**src/rtl/input_cond_pkg.sv**
```systemverilog
// input_cond_pkg: shared constants and helpers for the input conditioner.
// Holds the default debounce length, the default switch-bus width and the
// debounce counter width function used by every debounce channel.
package input_cond_pkg;

  // 1 ms of stable input at a 50 MHz system clock.
  localparam int DEBOUNCE_CYCLES_DEF = 50000;

  // Slide-switch bus width on the target board.
  localparam int SW_WIDTH_DEF = 8;

  // Counter width able to hold 0 .. cycles-1. Never narrower than 1 bit,
  // so the smallest legal setting (2 cycles) still gets a real counter.
  function automatic int cnt_width(input int cycles);
    int w;
    w = $clog2(cycles);
    return (w < 1) ? 1 : w;
  endfunction

endpackage : input_cond_pkg

```
**src/rtl/input_conditioner_debounce_channel.sv**
```systemverilog
// debounce_channel: one push-button path.
// Raw level -> 2-flop synchronizer -> stable-count debouncer -> rise detect.
// level_o is the accepted (debounced) button state; rise_o is high for the
// single cycle in which level_o has just gone from 0 to 1.
module debounce_channel
  import input_cond_pkg::*;
#(
  parameter int DEBOUNCE_CYCLES = DEBOUNCE_CYCLES_DEF
) (
  input  logic clk_i,
  input  logic rst_i,
  input  logic raw_i,
  output logic level_o,
  output logic rise_o
);

  localparam int            CW       = cnt_width(DEBOUNCE_CYCLES);
  localparam logic [CW-1:0] CNT_LAST = CW'(DEBOUNCE_CYCLES - 1);

  logic          sync1_q;
  logic          sync2_q;
  logic          db_q;       // accepted stable button state
  logic          db_d;
  logic          db_prev_q;  // one-cycle delayed copy of db_q for edge detect
  logic [CW-1:0] cnt_q;      // consecutive samples that disagree with db_q
  logic [CW-1:0] cnt_d;

  // Next-state for the debouncer: count disagreeing samples, accept the new
  // level once DEBOUNCE_CYCLES of them have been seen in a row.
  always_comb begin
    // NOTE: every combinational output gets a default first, so no path
    // through the if/else leaves a signal unassigned and infers a latch.
    db_d  = db_q;
    cnt_d = '0;
    if (sync2_q != db_q) begin
      if (cnt_q == CNT_LAST) begin
        db_d = sync2_q;            // counter restarts from 0 via the default
      end else begin
        cnt_d = cnt_q + 1'b1;
      end
    end
  end

  // Synchronizer, debounce state and edge-detect registers.
  always_ff @(posedge clk_i or posedge rst_i) begin
    // NOTE: non-blocking assignments so every flop samples pre-edge values;
    // with blocking ones the two synchronizer stages would collapse into one.
    if (rst_i) begin
      sync1_q   <= 1'b0;
      sync2_q   <= 1'b0;
      db_q      <= 1'b0;
      db_prev_q <= 1'b0;
      cnt_q     <= '0;
    end else begin
      sync1_q   <= raw_i;
      sync2_q   <= sync1_q;
      db_q      <= db_d;
      db_prev_q <= db_q;
      cnt_q     <= cnt_d;
    end
  end

  assign level_o = db_q;
  assign rise_o  = db_q & ~db_prev_q;

endmodule : debounce_channel

```
**src/rtl/input_conditioner.sv**
```systemverilog
// input_conditioner: front end for the 8-bit multiplier processor.
// Cleans the Run and Reset_Load_Clear buttons into one-cycle request pulses,
// synchronizes the switch bus, and gates Run so one press starts at most one
// multiply. Clear always has priority over Run.
// Build option: define RUN_QUEUE_EN to hold one Run request that arrives
// while Busy=1 and issue it once Busy is seen low; by default such a Run
// press is dropped.
module input_conditioner
  import input_cond_pkg::*;
#(
  parameter int DEBOUNCE_CYCLES = DEBOUNCE_CYCLES_DEF,
  parameter int SW_WIDTH        = SW_WIDTH_DEF
) (
  input  logic                Clk,
  input  logic                Reset,
  input  logic                Run_Raw,
  input  logic                Clear_Raw,
  input  logic [SW_WIDTH-1:0] SW_Raw,
  input  logic                Busy,
  output logic                Run_Pulse,
  output logic                Clear_Pulse,
  output logic                Clear_Level,
  output logic [SW_WIDTH-1:0] SW_Sync
);

  logic                run_level;
  logic                run_rise;
  logic                clear_level;
  logic                clear_rise;

  logic                run_pulse_q;
  logic                run_pulse_d;
  logic                clear_pulse_q;
  logic [SW_WIDTH-1:0] sw_meta_q;
  logic [SW_WIDTH-1:0] sw_sync_q;

  debounce_channel #(
    .DEBOUNCE_CYCLES (DEBOUNCE_CYCLES)
  ) u_run_ch (
    .clk_i   (Clk),
    .rst_i   (Reset),
    .raw_i   (Run_Raw),
    .level_o (run_level),
    .rise_o  (run_rise)
  );

  debounce_channel #(
    .DEBOUNCE_CYCLES (DEBOUNCE_CYCLES)
  ) u_clear_ch (
    .clk_i   (Clk),
    .rst_i   (Reset),
    .raw_i   (Clear_Raw),
    .level_o (clear_level),
    .rise_o  (clear_rise)
  );

  // The Run level itself is not exported; only its rise matters downstream.
  logic unused_run_level;
  assign unused_run_level = run_level;

`ifdef RUN_QUEUE_EN
  logic pending_q;  // one Run request held back while the processor is busy
  logic pending_d;

  // Run gating with a single-entry hold: a press during Busy is remembered
  // and issued on the first cycle Busy is low. Clear cancels anything held.
  always_comb begin
    run_pulse_d = 1'b0;
    pending_d   = pending_q;
    if (clear_rise || clear_level) begin
      pending_d = 1'b0;
    end else if (run_rise) begin
      if (!Busy) begin
        run_pulse_d = 1'b1;
        pending_d   = 1'b0;
      end else begin
        pending_d   = 1'b1;        // absorbs repeats: depth stays 1
      end
    end else if (pending_q && !Busy) begin
      run_pulse_d = 1'b1;
      pending_d   = 1'b0;
    end
  end

  // Held-request flag.
  always_ff @(posedge Clk or posedge Reset) begin
    if (Reset) begin
      pending_q <= 1'b0;
    end else begin
      pending_q <= pending_d;
    end
  end
`else
  // Run gating: a press is issued only if the processor is idle and Clear is
  // neither rising nor held; anything else is dropped.
  always_comb begin
    run_pulse_d = run_rise & ~Busy & ~clear_rise & ~clear_level;
  end
`endif

  // Registered request pulses and the two-stage switch synchronizer.
  always_ff @(posedge Clk or posedge Reset) begin
    if (Reset) begin
      run_pulse_q   <= 1'b0;
      clear_pulse_q <= 1'b0;
      sw_meta_q     <= '0;
      sw_sync_q     <= '0;
    end else begin
      run_pulse_q   <= run_pulse_d;
      clear_pulse_q <= clear_rise;
      sw_meta_q     <= SW_Raw;
      sw_sync_q     <= sw_meta_q;
    end
  end

  assign Run_Pulse   = run_pulse_q;
  assign Clear_Pulse = clear_pulse_q;
  assign Clear_Level = clear_level;
  assign SW_Sync     = sw_sync_q;

endmodule : input_conditioner

```
**config.mk**
```make
export PLATFORM = sky130hd
export DESIGN_NAME = input_conditioner
export DESIGN_NICKNAME = d
export VERILOG_FILES = /design/src/rtl/input_cond_pkg.sv /design/src/rtl/input_conditioner_debounce_channel.sv /design/src/rtl/input_conditioner.sv
export SDC_FILE = /design/constraint.sdc
export NUM_CORES = 1
export LEC_CHECK = 0
export ABC_CLOCK_PERIOD_IN_PS = 1800
export CAP_MARGIN = 30
export CORE_ASPECT_RATIO = 0.9
export CORE_MARGIN = 2
export CORE_UTILIZATION = 25
export DETAILED_ROUTE_END_ITERATION = 8
export SYNTH_ARGS = -nofsm -noshare
export SYNTH_HDL_FRONTEND = slang
export SYNTH_SLANG_ARGS = --single-unit
```
**constraint.sdc**
```tcl
create_clock -name Clk -period 1.8 [get_ports Clk]
set_input_delay 0.18 -clock Clk [delete_from_list [all_inputs] [get_ports Clk]]
set_output_delay 0.18 -clock Clk [all_outputs]
set_load 0.01 [all_outputs]
```
# Word level (Yosys, flattened, before mapping)
# Index checks and enable logic that the tools add are counted.
[word_totals]
ff_bits = 58
latch_bits = 0
mem_bits_rw = 0
rom_bits = 0
in_bits = 13
n_memories = 0
[classes]
add_sub_neg = 2
n_mul = 0
div_mod_pow = 0
magnitude_cmp = 0
eq_ne = 4
shift = 0
n_mux = 4
n_bitwise = 10
reduce_logical = 2
[op_table]
columns = ["cell", "count"]
rows = [
  ["2-to-1 mux 16 bit", 4],
  ["adder 16 x 1 -> 16 bit, second input constant", 2],
  ["equality test 16 bit, second input constant", 2],
  ["AND 1 bit", 5],
  ["inverter 1 bit", 5],
  ["AND reduction 2 bit", 2],
  ["inequality test 1 bit", 2],
]

# Depth between registers and ports, before layout
# Gate-level depths: netlist (run 1).
[depth]
depth_word = 5
ltp_mapped = 6

# Modules after synthesis
# From an unflattened synthesis (run 1), not the netlist that was laid out.
[hier_totals]
hier_cells = 192
hier_area_um2 = 2508.7
[modules_own_cells]
columns = ["module", "n_inst", "cells_each", "area_each_um2", "seq_area_each_um2"]
rows = [
  ["debounce_channel", 2, 86, 1019.7, 500.5],
  ["input_conditioner", 1, 20, 469.2, 450.4],
]

# Worst setup path after synthesis (run 1)
# No wires, ideal clock.
[synth_path]
path_kind = "register -> register"
from = "register u_clear_ch.cnt_q[4]"
to = "register u_clear_ch.db_q (netlist: u_clear_ch.level_o)"
setup_time_ns = 0.125
arrival_time_ns = 1.751
path_slack_ns = -0.076
path_stages_with_launch = 4
n_path_buf = 0
synth_period_minus_slack_ns = 1.876
cell_sequence = "dfrtp_1 or4b_1 or4_4 mux2_4"
[synth_via]
elab_chain_len = 2
[synth_lines]
columns = ["item", "line_no", "source"]
rows = [
  ["start, declared", "input_conditioner_debounce_channel.sv:25", "logic [CW-1:0] cnt_q;"],
  ["start signal, assigned", "input_conditioner_debounce_channel.sv:59", "cnt_q <= cnt_d;"],
  ["equality test 16 bit", "input_conditioner_debounce_channel.sv:36", "if (cnt_q == CNT_LAST) begin"],
  ["AND reduction 2 bit (no line)", "-", ""],
  ["end signal, assigned", "input_conditioner_debounce_channel.sv:51", "db_q <= 1'b0;"],
  ["end signal, assigned", "input_conditioner_debounce_channel.sv:57", "db_q <= db_d;"],
  ["end, declared", "input_conditioner_debounce_channel.sv:22", "logic db_q;"],
]
# No other way between the ends.
# A chain may end at the register's enable or synchronous reset.

# Worst setup path in the final report (run 1)
[layout_path]
from = "register u_clear_ch.cnt_q[11]"
to = "register u_clear_ch.db_q (netlist: u_clear_ch.level_o)"
# Same word-level chain as after synthesis.

==> results of run 1 <==
-- cell usage after synthesis --
cell type | n | share of area, %
sky130_fd_sc_hd__mux2_2 | 1 | 0.49
sky130_fd_sc_hd__o41ai_2 | 1 | 0.71
sky130_fd_sc_hd__buf_2 | 1 | 0.22
sky130_fd_sc_hd__a21oi_1 | 1 | 0.22
sky130_fd_sc_hd__and3_2 | 1 | 0.33
sky130_fd_sc_hd__ha_1 | 2 | 1.1
sky130_fd_sc_hd__nor4b_1 | 1 | 0.38
sky130_fd_sc_hd__or3_1 | 1 | 0.27
sky130_fd_sc_hd__or4b_4 | 1 | 0.60
sky130_fd_sc_hd__buf_6 | 1 | 0.49
sky130_fd_sc_hd__or4_1 | 1 | 0.33
sky130_fd_sc_hd__nand4b_1 | 1 | 0.38
sky130_fd_sc_hd__nand2_4 | 1 | 0.49
sky130_fd_sc_hd__or4_4 | 1 | 0.49
sky130_fd_sc_hd__nor3_1 | 8 | 1.8
sky130_fd_sc_hd__nor2_1 | 38 | 6.2
sky130_fd_sc_hd__nor4_1 | 8 | 2.2
sky130_fd_sc_hd__inv_1 | 8 | 1.3
sky130_fd_sc_hd__xor2_1 | 5 | 1.9
sky130_fd_sc_hd__or4b_1 | 1 | 0.44
sky130_fd_sc_hd__dfrtp_1 | 58 | 64
sky130_fd_sc_hd__nand4_1 | 7 | 1.9
sky130_fd_sc_hd__nand2_1 | 8 | 1.3
sky130_fd_sc_hd__nand3_1 | 11 | 2.4
sky130_fd_sc_hd__mux2_4 | 1 | 0.66
sky130_fd_sc_hd__o31ai_1 | 1 | 0.33
sky130_fd_sc_hd__xnor2_1 | 24 | 9.2
sky130_fd_sc_hd__nor2b_1 | 1 | 0.27
-- report_power, final --
group | internal (mW) | total [mW] | switching (mW)
combinational | 0.0667 | 0.131 | 0.0640
sequential | 1.34 | 1.36 | 0.0180
clock | 0.672 | 1.17 | 0.494
total | 2.08 | 2.65 | 0.576
-- metal layers --
layer	share of wire (%)	global-route usage (%)	up-vias
met3	4.6	4.97	4
met1	48	11.1	760
met4	0.80	4.22	0
met5	0	0	-
met2	47	14.7	20
li1	-	-	753
-- registers in the layout (all words and copies together), names as in the netlist, 8 cells and up --
register          cells
u_clear_ch.cnt_q     16
u_run_ch.cnt_q       16
sw_meta_q             8
SW_Sync               8
-- stage by stage --
step	instance area [um2]	setup WS (ns)	hold WS, ns	std cells	power [mW]
5_1_grt	3060	-0.123	0.178	369	2.79
6_report	3060	-0.0859	0.173	369	2.65
4_1_cts	3020	-0.0807	0.165	369	2.70
2_1_floorplan	2280	-0.0750	0.211	194	1.43
3_5_place_dp	2770	-0.0752	0.336	350	1.50
3_3_place_gp	2770	-0.0577	0.332	350	1.50
-- cell families after synthesis --
group,after synthesis
and+or+nand+nor,90
muxes,2
xor gates and xnor gates,29
adders and majority gates,2
buffers and inverters,10
DFF,58
AOI/OAI and AO/OA,3
-- worst paths after layout --
check | cells after the start | to | slack (ns) | from
worst max-delay path | 3 | u_clear_ch.level_o | -0.09 | u_clear_ch.cnt_q[11]
min in group Clk | 1 | sw_meta_q[1] | 0.28 | SW_Raw[1]
worst min register to register | 0 | SW_Sync[3] | 0.34 | sw_meta_q[3]
worst max register to register | 3 | u_clear_ch.level_o | -0.09 | u_clear_ch.cnt_q[11]
worst min-delay path | 2 | u_clear_ch.db_prev_q | 0.17 | Reset
max in group asynchronous | 3 | sw_meta_q[3] | 1.17 | Reset
-- what timing repair did --
item | 4_1_cts | 5_1_grt
cloned | 1 | 0
pin swaps | 6 | 1
buffers inserted | 2 | 0
gates resized for setup | 7 | 10
endpoints found under the setup margin | 16 | 18
-- final cells by class --
type,instances,area (um2)
multi-input cells,127,855
clock inverters,5,53.8
repair buffers,38,375
fillers,927,5940
clock buffers,11,141
flip-flops and latches,58,1450
well taps,122,153
inverters,8,30.0
==> qor.txt, run 1 <==
====================================================================================================
Outcome ............................................................................... complete, but fails checks
Violated checks ....................................................................... negative setup slack
Netlist cell types ....................................................................           28
Simple-gate share of the synthesized area .............................................        19.8%
Die area ..............................................................................     9920 um2
Arrival time at the worst endpoint ....................................................      2.10 ns
Pre-antenna DRT Iters .................................................................            4
Max-cap viol count ....................................................................            0
Total congestion overflow after global routing ........................................            0
Nature of the critical path startpoint ................................................     register
Fin nets ..............................................................................          257
Setup repair after global routing missed its margin ...................................         true
H-tree levels .........................................................................            3
Crit Path Category .................................................................... register to register
Netlist area before placement .........................................................     2280 um2
Top fanout value on the critical path .................................................            4
Count of final setup violators ........................................................           16
Synthesized-area fraction occupied by xor and xnor cells ..............................        11.1%
Average cell area after synthesis .....................................................     11.8 um2
Routed WL per cell ....................................................................      11.2 um
Largest vdd supply drop ...............................................................       405 uV
Count of hold buffers inserted by post-cts repair .....................................            0
Core Footprint ........................................................................     9000 um2
Buffers and inverters on the worst path ...............................................            0
Remaining max-slew budget at the tightest pin .........................................        42.8%
Min Clock Period, post-route ..........................................................      1.89 ns
Syn Nets ..............................................................................          209
F_max .................................................................................      530 MHz
Commonest cells after routing, fill and taps aside .................................... sky130_fd_sc_hd__dfrtp_1, sky130_fd_sc_hd__nor2_1, sky130_fd_sc_hd__xnor2_1
Static leakage power ..................................................................      1.22 nW
Kind of path behind the tightest hold check ........................................... primary input to async pin
Final Hold Violating Endpoints ........................................................            0
Port Buffer Count .....................................................................           23
Die width .............................................................................       105 um
Insertion delay to the later sink of the worst-skew pair ..............................      0.33 ns
Combinational family with the most area after synthesis ............................... simple AND/OR/NAND/NOR gates
Adder-cell share of the synthesized area ..............................................        1.10%
Cells after Synth .....................................................................          194
Endpoint class of the critical path ...................................................     register
Worst setup skew after layout .........................................................   0.00891 ns
Count of inserted antenna diode cells .................................................            0
Clock tree from TritonCTS .............................................................         done
Worst path top cell family by delay ................................................... simple AND/OR/NAND/NOR gates
Number of pins exceeding their max-slew limit in the final report .....................            0
Die Y .................................................................................      94.7 um
Clock Tree Buf Depth ..................................................................            2
Maximum single-stage delay on the critical path .......................................      0.57 ns
Power per Cell Area ...................................................................   867 nW/um2
Detail Route Antenna Nets .............................................................            0
Global-route total usage across every layer ...........................................        9.51%
Cell with the biggest individual delay on the critical path ........................... sky130_fd_sc_hd__or4_4
Pin slew with the least headroom to its limit .........................................     0.855 ns
HPWL after detailed placement .........................................................      2800 um
Post-route setup slack ................................................................   -0.0859 ns
CTS Buf Count .........................................................................            9
Via count .............................................................................         1537
Via count of the first global-routing pass ............................................         1578
Remaining routing DRC violations ......................................................            0
Worst path cell trace ................................................................. or4b_4 > or4_4 > mux2_4
Clock-pin slew reported for the worst setup and hold paths after clock tree synthesis .      0.06 ns
Iter 0 DRT Violations .................................................................           63
Total routed wirelength ...............................................................      4120 um
Clock Sink Count ......................................................................           58
Maximum number of pins on one net before global-route repair ..........................           24
Area growth from synthesis to layout ..................................................        33.9%
Leading cell type in the layout, fill and taps excluded ............................... sky130_fd_sc_hd__dfrtp_1
# rows ................................................................................           33
Synthesized flop and latch total ......................................................           58
Count of synthesis-stage warnings from yosys ..........................................            0
Post-Route Setup TNS ..................................................................    -0.969 ns
Layout cells sized above 1 ............................................................        20.6%
Starting Density ......................................................................        25.4%
Crit share post-route .................................................................         105%
Compound-Gate Fraction of Synth Area ..................................................        1.26%
Proportion of synthesized chip area in sequential cells ...............................        63.5%
Required time worst endpoint ..........................................................      2.01 ns
I/O pin total .........................................................................           24
Average via count per standard cell ...................................................         4.17
Multiplexer share of the synthesized area .............................................        1.15%
Number of antenna violations at the first check in global routing .....................            0
Core occupancy in the finished layout .................................................        34.0%
Clock tree root driver cell ........................................................... sky130_fd_sc_hd__clkbuf_8
RD Place Congestion ...................................................................        0.793
Global-route wire length before repair ................................................      7130 um
====================================================================================================
(Power assumes the default switching activity.)
==> inputs of run 2 (changes only) <==
--- a/config.mk
+++ b/config.mk
@@ -11,6 +11,8 @@
 export CORE_MARGIN = 2
 export CORE_UTILIZATION = 25
 export DETAILED_ROUTE_END_ITERATION = 8
+export HOLD_SLACK_MARGIN = 0.08
 export SYNTH_ARGS = -nofsm -noshare
 export SYNTH_HDL_FRONTEND = slang
+export SYNTH_HIERARCHICAL = 1
 export SYNTH_SLANG_ARGS = --single-unit
==> run 2 against run 1 <==
Net effect: critical endpoint is now u_run_ch/cnt_q[15]; sequential power barely moved; largest power group is now clock; register-to-register slack improved by 0.29 ns; critical path type unchanged; non-clock buffer count fell by 8; total power rose by 15%; critical path depth rose by 2; synthesized cell count fell by 1.0%; fmax rose by 18%; the flow now finishes without violations; sequential share of layout area fell by 2.0 points; final cell count fell by 1.9%; final area rose by 4.5%; flip-flop and latch count did not move.
==> qor.txt, run 2 <==
====================================================================================================
Starting Density ......................................................................        25.9%
Max-cap viol count ....................................................................            0
Die area ..............................................................................    10900 um2
Setup repair after global routing missed its margin ...................................        false
Routing usage on met3 .................................................................        2.78%
Share of Yosys cell area claimed by the top area cell type ............................        57.9%
Count of hold buffers inserted by post-cts repair .....................................            0
Flop-to-flop setup slack ..............................................................      0.20 ns
Static leakage power ..................................................................      1.31 nW
Average via count per standard cell ...................................................         4.13
# rows ................................................................................           34
Core Footprint ........................................................................     9700 um2
Routed WL per cell ....................................................................      11.9 um
Nature of the critical path startpoint ................................................     register
Outcome ...............................................................................    completed
Cells after Synth .....................................................................          192
Netlist cell types ....................................................................           24
F_max .................................................................................      625 MHz
Die Y .................................................................................      99.0 um
Power per Cell Area ...................................................................   956 nW/um2
Flip-flop cell with the highest count after synthesis ................................. sky130_fd_sc_hd__dfrtp_1
Count of inserted antenna diode cells .................................................            0
Number of flops mapped to enable cells by yosys .......................................            0
Met2 layer usage reported by global route .............................................        11.7%
Post-Route Setup TNS ..................................................................         0 ns
Clock tree root driver cell ........................................................... sky130_fd_sc_hd__clkbuf_8
Remaining max-slew budget at the tightest pin .........................................        57.4%
Pin slew with the least headroom to its limit .........................................     0.639 ns
Post-Place Worst Slack ................................................................    0.0823 ns
Number of pins exceeding their max-slew limit in the final report .....................            0
Average cell area after synthesis .....................................................     13.1 um2
Leading post-synthesis cells by instance count ........................................ sky130_fd_sc_hd__dfrtp_1, sky130_fd_sc_hd__xnor2_1, sky130_fd_sc_hd__nor2_2, sky130_fd_sc_hd__nor2_1, sky130_fd_sc_hd__inv_1
Proportion of synthesized chip area in sequential cells ...............................        57.9%
Total routed wirelength ...............................................................      4300 um
Largest cells by area after synthesis ................................................. sky130_fd_sc_hd__dfrtp_1, sky130_fd_sc_hd__xnor2_1, sky130_fd_sc_hd__nor2_2
Fin nets ..............................................................................          246
Worst setup skew after layout .........................................................   0.00496 ns
Crit share post-route .................................................................        88.9%
FF/Latch Area .........................................................................     1450 um2
Detail Route Antenna Nets .............................................................            0
H-tree levels .........................................................................            3
Cell taking the most area after synthesis ............................................. sky130_fd_sc_hd__dfrtp_1
End of the worst register-to-register path ............................................ u_run_ch/cnt_q[15]
Port Buffer Count .....................................................................           23
Commonest cells after routing, fill and taps aside .................................... sky130_fd_sc_hd__dfrtp_1, sky130_fd_sc_hd__xnor2_1, sky130_fd_sc_hd__clkdlybuf4s50_1
CTS Buf Count .........................................................................            9
Clock Sink Count ......................................................................           58
Total congestion overflow after global routing ........................................            0
Count of final setup violators ........................................................            0
Endpoint class of the critical path ...................................................     register
Top fanout value on the critical path .................................................           15
Maximum number of pins on one net before global-route repair ..........................           21
Busiest layer in global routing .......................................................         met1
Crit Path Category .................................................................... register to register
Kind of path behind the tightest hold check ........................................... primary input to async pin
Min Clock Period, post-route ..........................................................      1.60 ns
Insertion delay to the later sink of the worst-skew pair ..............................      0.32 ns
Count of synthesis-stage warnings from yosys ..........................................            6
Layout cells sized above 1 ............................................................        28.0%
Via count .............................................................................         1494
Arrival time at the worst endpoint ....................................................      1.81 ns
Global-route wire length before repair ................................................      7420 um
Share of synthesized flip-flops with an asynchronous set or reset .....................         100%
Netlist area before placement .........................................................     2510 um2
Worst r2r src ......................................................................... u_run_ch/cnt_q[0]
Clock-pin slew reported for the worst setup and hold paths after clock tree synthesis .      0.07 ns
Final Hold Violating Endpoints ........................................................            0
Iter 0 DRT Violations .................................................................           74
Number of antenna violations at the first check in global routing .....................            0
Depth of the worst register-to-register path ..........................................            5
Clock Tree Buf Depth ..................................................................            2
Pre-antenna DRT Iters .................................................................            4
HPWL after detailed placement .........................................................      3040 um
Most repeated cell in the gate-level netlist after synthesis .......................... sky130_fd_sc_hd__dfrtp_1
Largest vdd supply drop ...............................................................       381 uV
Area growth from synthesis to layout ..................................................        27.4%
Area of the multi-input gates .........................................................     1010 um2
I/O pin total .........................................................................           24
Number of filler cells placed in the layout ...........................................          956
Via count of the first global-routing pass ............................................         1493
Required time worst endpoint ..........................................................      2.01 ns
Remaining routing DRC violations ......................................................            0
Leading cell type in the layout, fill and taps excluded ............................... sky130_fd_sc_hd__dfrtp_1
Largest regs .......................................................................... u_clear_ch/cnt_q (16), u_run_ch/cnt_q (16)
Global-route total usage across every layer ...........................................        8.99%
Post-route setup slack ................................................................     0.199 ns
Die width .............................................................................       110 um
Clock tree from TritonCTS .............................................................         done
Grt met1 use ..........................................................................        12.7%
Syn Nets ..............................................................................          207
RD Place Congestion ...................................................................        0.706
Synthesized flop and latch total ......................................................           58
====================================================================================================
## run 2: cell types whose count changed after synthesis, moves of 2 or more
| cell | before | now |
|---|---|---|
| sky130_fd_sc_hd__nand3_1 | 11 | 6 |
| sky130_fd_sc_hd__nor4_2 | 0 | 6 |
| sky130_fd_sc_hd__nor2_2 | 0 | 20 |
| sky130_fd_sc_hd__nor4_4 | 0 | 4 |
| sky130_fd_sc_hd__nand2_2 | 0 | 2 |
| sky130_fd_sc_hd__nand3_2 | 0 | 4 |
| sky130_fd_sc_hd__nand3_4 | 0 | 2 |
| sky130_fd_sc_hd__nand2_1 | 8 | 4 |
| sky130_fd_sc_hd__and3_1 | 0 | 4 |
| sky130_fd_sc_hd__nor3_1 | 8 | 6 |
| sky130_fd_sc_hd__nor4_1 | 8 | 0 |
| sky130_fd_sc_hd__nor2_1 | 38 | 14 |
| sky130_fd_sc_hd__nand4_4 | 0 | 2 |
| sky130_fd_sc_hd__nor4bb_1 | 0 | 4 |
## run 2: power breakdown
| group | switching [mW] | leakage (nW) | internal (mW) |
|---|---|---|---|
| combinational | 0.0624 | 0.417 | 0.0573 |
| sequential | 0.0242 | 0.759 | 1.34 |
| clock | 0.516 | 0.129 | 1.06 |
| total | 0.602 | 1.31 | 2.45 |
## run 2: cell families after synthesis
family	synth area share [%]
XOR/XNOR	10.5
adder cells (fa/ha/maj)	0.997
buffers and inverters	2.24
multiplexers	0.898
flip-flops	57.9
AND/OR/NAND/NOR	27.5
## run 2: how the worst max path moves through the flow
| stage | depth (start not counted) | startpoint | end | slack, ns |
|---|---|---|---|---|
| floorplan | 4 | u_clear_ch/cnt_q[0] | u_clear_ch/level_o | 0.34 |
| global placement | 5 | u_run_ch/cnt_q[0] | u_run_ch/cnt_q[15] | 0.18 |
| detailed placement | 5 | u_run_ch/cnt_q[0] | u_run_ch/cnt_q[2] | 0.08 |
| CTS | 5 | u_run_ch/cnt_q[0] | u_run_ch/cnt_q[2] | 0.07 |
| global route | 5 | u_run_ch/cnt_q[0] | u_run_ch/cnt_q[2] | 0.03 |
| finish | 5 | u_run_ch/cnt_q[0] | u_run_ch/cnt_q[15] | 0.20 |
## run 2: cell type report
cell class / count / area share, %
well taps: 126 / 4.93
clock inverters: 7 / 4.42
flip-flops and latches: 58 / 45.4
repair buffers: 30 / 8.85
multi-input cells: 123 / 31.5
inverters: 9 / 1.06
clock buffers: 9 / 3.87
## run 2: routing by layer
metal / routed length [um] / up-vias
li1: - / 727
met1: 2190 / 727
met2: 1780 / 31
met3: 232 / 9
met4: 97 / 0
met5: 0 / -
## run 2: critical path: stages, from the launching register on
cell and delay [ns]:
sky130_fd_sc_hd__dfrtp_1 0.45, sky130_fd_sc_hd__ha_1 0.25, sky130_fd_sc_hd__and3_1 0.23, sky130_fd_sc_hd__nand4_1 0.19, sky130_fd_sc_hd__nand2_4 0.27, sky130_fd_sc_hd__nor2_1 0.09
## run 2: what timing repair did
action | 4_1_cts | 5_1_grt
buffers inserted | 0 | 0
gates resized for setup | 0 | 1
endpoints found under the setup margin | 0 | 14
## run 2: through the flow
step / instances / hold slack, ns / instance area (um2) / util [%] / power, mW
floorplan: 192 / 0.119 / 2510 / - / 1.44
global placement: 346 / 0.332 / 2930 / 30.2 / 1.51
detailed placement: 346 / 0.337 / 2930 / 30.2 / 1.51
CTS: 362 / 0.260 / 3190 / 32.9 / 3.11
global route: 362 / 0.269 / 3200 / 33.0 / 3.19
finish: 362 / 0.268 / 3200 / 33.0 / 3.06
==> inputs of run 3 (changes only) <==
--- a/config.mk
+++ b/config.mk
@@ -5,13 +5,14 @@
 export SDC_FILE = /design/constraint.sdc
 export NUM_CORES = 1
 export LEC_CHECK = 0
-export ABC_CLOCK_PERIOD_IN_PS = 1800
+export ABC_CLOCK_PERIOD_IN_PS = 1600
 export CAP_MARGIN = 30
 export CORE_ASPECT_RATIO = 0.9
 export CORE_MARGIN = 2
 export CORE_UTILIZATION = 25
 export DETAILED_ROUTE_END_ITERATION = 8
 export HOLD_SLACK_MARGIN = 0.08
+export SKIP_LAST_GASP = 1
 export SYNTH_ARGS = -nofsm -noshare
 export SYNTH_HDL_FRONTEND = slang
 export SYNTH_HIERARCHICAL = 1
==> constraint.sdc (replaced) <==
create_clock -name Clk -period 1.6 [get_ports Clk]
set_input_delay 0.16 -clock Clk [delete_from_list [all_inputs] [get_ports Clk]]
set_output_delay 0.16 -clock Clk [all_outputs]
set_load 0.01 [all_outputs]
==> run 3 against run 2 <==
Net effect: register-to-register slack got worse by 0.09 ns; clock power fell by 23%; combinational power increased by 42%; count of clock-buffer cells in the layout is 5 higher; fmax is 7.7% higher; worst setup slack got worse by 0.085 ns; final cell count up 5.0%; via count up 4.4%.
==> qor.txt, run 3 (synthesized netlist as in run 2, its figures left out) <==
====================================================================================================
Outcome ...............................................................................    completed
Detail Route Antenna Nets .............................................................            0
I/O pin total .........................................................................           24
Clock-pin slew reported for the worst setup and hold paths after clock tree synthesis .      0.06 ns
Required time worst endpoint ..........................................................      1.81 ns
Global-route wire length before repair ................................................      8050 um
Post-Route Setup TNS ..................................................................         0 ns
Average via count per standard cell ...................................................         4.10
Iter 0 DRT Violations .................................................................           42
Maximum number of pins on one net before global-route repair ..........................           21
Remaining routing DRC violations ......................................................            0
Area growth from synthesis to layout ..................................................        31.0%
Maximum single-stage delay on the critical path .......................................      0.40 ns
Clock tree from TritonCTS .............................................................         done
Number of pins exceeding their max-slew limit in the final report .....................            0
Pre-antenna DRT Iters .................................................................            4
Clock tree root driver cell ........................................................... sky130_fd_sc_hd__clkbuf_8
Depth of the worst register-to-register path ..........................................            5
Number of antenna violations at the first check in global routing .....................            0
Die area ..............................................................................    10900 um2
Total congestion overflow after global routing ........................................            0
Remaining max-slew budget at the tightest pin .........................................        56.8%
Via count of the first global-routing pass ............................................         1653
Crit Path Category .................................................................... register to register
Largest vdd supply drop ...............................................................       424 uV
Capture point of the critical path .................................................... u_clear_ch/cnt_q[15]
Core Footprint ........................................................................     9700 um2
Setup repair after global routing missed its margin ...................................        false
Count of inserted antenna diode cells .................................................            0
Die width .............................................................................       110 um
Kind of path behind the tightest hold check ........................................... primary input to async pin
Endpoint class of the critical path ...................................................     register
Count of final setup violators ........................................................            0
Static leakage power ..................................................................      1.38 nW
Min Clock Period, post-route ..........................................................      1.49 ns
Nature of the critical path startpoint ................................................     register
Commonest cells after routing, fill and taps aside .................................... sky130_fd_sc_hd__dfrtp_1, sky130_fd_sc_hd__xnor2_1, sky130_fd_sc_hd__clkdlybuf4s50_1
Flop-to-flop setup slack ..............................................................      0.11 ns
CTS Buf Count .........................................................................            9
Largest regs .......................................................................... u_clear_ch/cnt_q (16), u_run_ch/cnt_q (16)
Die Y .................................................................................      99.0 um
Pin slew with the least headroom to its limit .........................................     0.648 ns
End of the worst register-to-register path ............................................ u_clear_ch/cnt_q[15]
Starting Density ......................................................................        25.9%
# rows ................................................................................           34
Top fanout value on the critical path .................................................            9
Final Hold Violating Endpoints ........................................................            0
Leading cell type in the layout, fill and taps excluded ............................... sky130_fd_sc_hd__dfrtp_1
F_max .................................................................................      673 MHz
Layout cells sized above 1 ............................................................        33.1%
RD Place Congestion ...................................................................        0.719
Worst path cell trace ................................................................. nor4bb_1 > nand4_1 > nand2_2 > buf_12 > nor2_1
Max-cap viol count ....................................................................            0
Crit share post-route .................................................................        92.9%
Power per Cell Area ...................................................................   884 nW/um2
Clock Sink Count ......................................................................           58
Clock Tree Buf Depth ..................................................................            2
Post-Place Worst Slack ................................................................    0.0813 ns
Total routed wirelength ...............................................................      4670 um
First element of the critical path .................................................... u_clear_ch/cnt_q[11]
H-tree levels .........................................................................            3
Worst r2r src ......................................................................... u_clear_ch/cnt_q[11]
Arrival time at the worst endpoint ....................................................      1.70 ns
Cell with the biggest individual delay on the critical path ........................... sky130_fd_sc_hd__nor4bb_1
HPWL after detailed placement .........................................................      3380 um
Routed WL per cell ....................................................................      12.3 um
Global-route total usage across every layer ...........................................        9.86%
Via count .............................................................................         1559
Insertion delay to the later sink of the worst-skew pair ..............................      0.33 ns
Worst setup skew after layout .........................................................   0.00731 ns
Post-route setup slack ................................................................     0.114 ns
Fin nets ..............................................................................          264
Port Buffer Count .....................................................................           23
====================================================================================================
[run 3: changes by cell type in the layout (fill, tap and decap cells not counted), sizes merged]
cell | previous run | this run
buf | 7 | 25
clkbuf | 9 | 14
bufinv | 4 | 0
clkinvlp | 1 | 0
[run 3: how the worst min path moves through the flow]
stage / end / slack [ns] / depth (start not counted)
floorplan: Clear_Pulse / 0.1 / 1
global placement: SW_Sync[0] / 0.33 / 0
detailed placement: SW_Sync[2] / 0.34 / 0
CTS: u_run_ch/cnt_q[12] / 0.23 / 3
global route: u_clear_ch/db_prev_q / 0.26 / 3
finish: u_run_ch/cnt_q[12] / 0.23 / 3
[run 3: where the power goes]
group	switching, mW	internal (mW)
clock network	0.525	0.684
registers	0.0203	1.50
logic	0.0834	0.0870
total	0.628	2.28
[run 3: per-stage QoR]
step           std cells  hold WS (ns)  total power [mW]  utilization [%]  area (um2)
3_3_place_gp         363         0.331              1.72             31.9        3090
2_1_floorplan        192        0.0986              1.62                -        2510
3_5_place_dp         363         0.337              1.72             31.9        3090
6_report             380         0.230              2.90             33.9        3290
5_1_grt              380         0.256              3.06             33.9        3290
4_1_cts              379         0.227              2.96             33.8        3270
[run 3: timing repair]
| action | CTS | global route |
|---|---|---|
| buffers inserted | 0 | 1 |
| resized for setup | 0 | 2 |
| hold buffers | 0 | 0 |
| endpoints found under the setup margin | 0 | 16 |
[run 3: area by class of cell]
class / count / area, um2
Timing Repair Buffer: 48 / 455
Sequential cell: 58 / 1450
Clock buffer: 14 / 173
Fill cell: 962 / 6410
Tap cell: 126 / 158
Inverter: 9 / 33.8
Multi-Input combinational cell: 123 / 1000
Clock inverter: 2 / 10.0
[run 3: critical path: cells and delay by family (launching register included)]
family / cells / cell delay [ns]
buffers and inverters: 1 / 0.14
DFF: 1 / 0.38
and+or+nand+nor: 4 / 0.86
[run 3: routing by layer]
metal  track usage (%)  part of all wire, %
met5                 0                    0
met4              5.55                  2.4
met3              2.38                  4.3
met2              14.2                   43
met1              13.5                   50
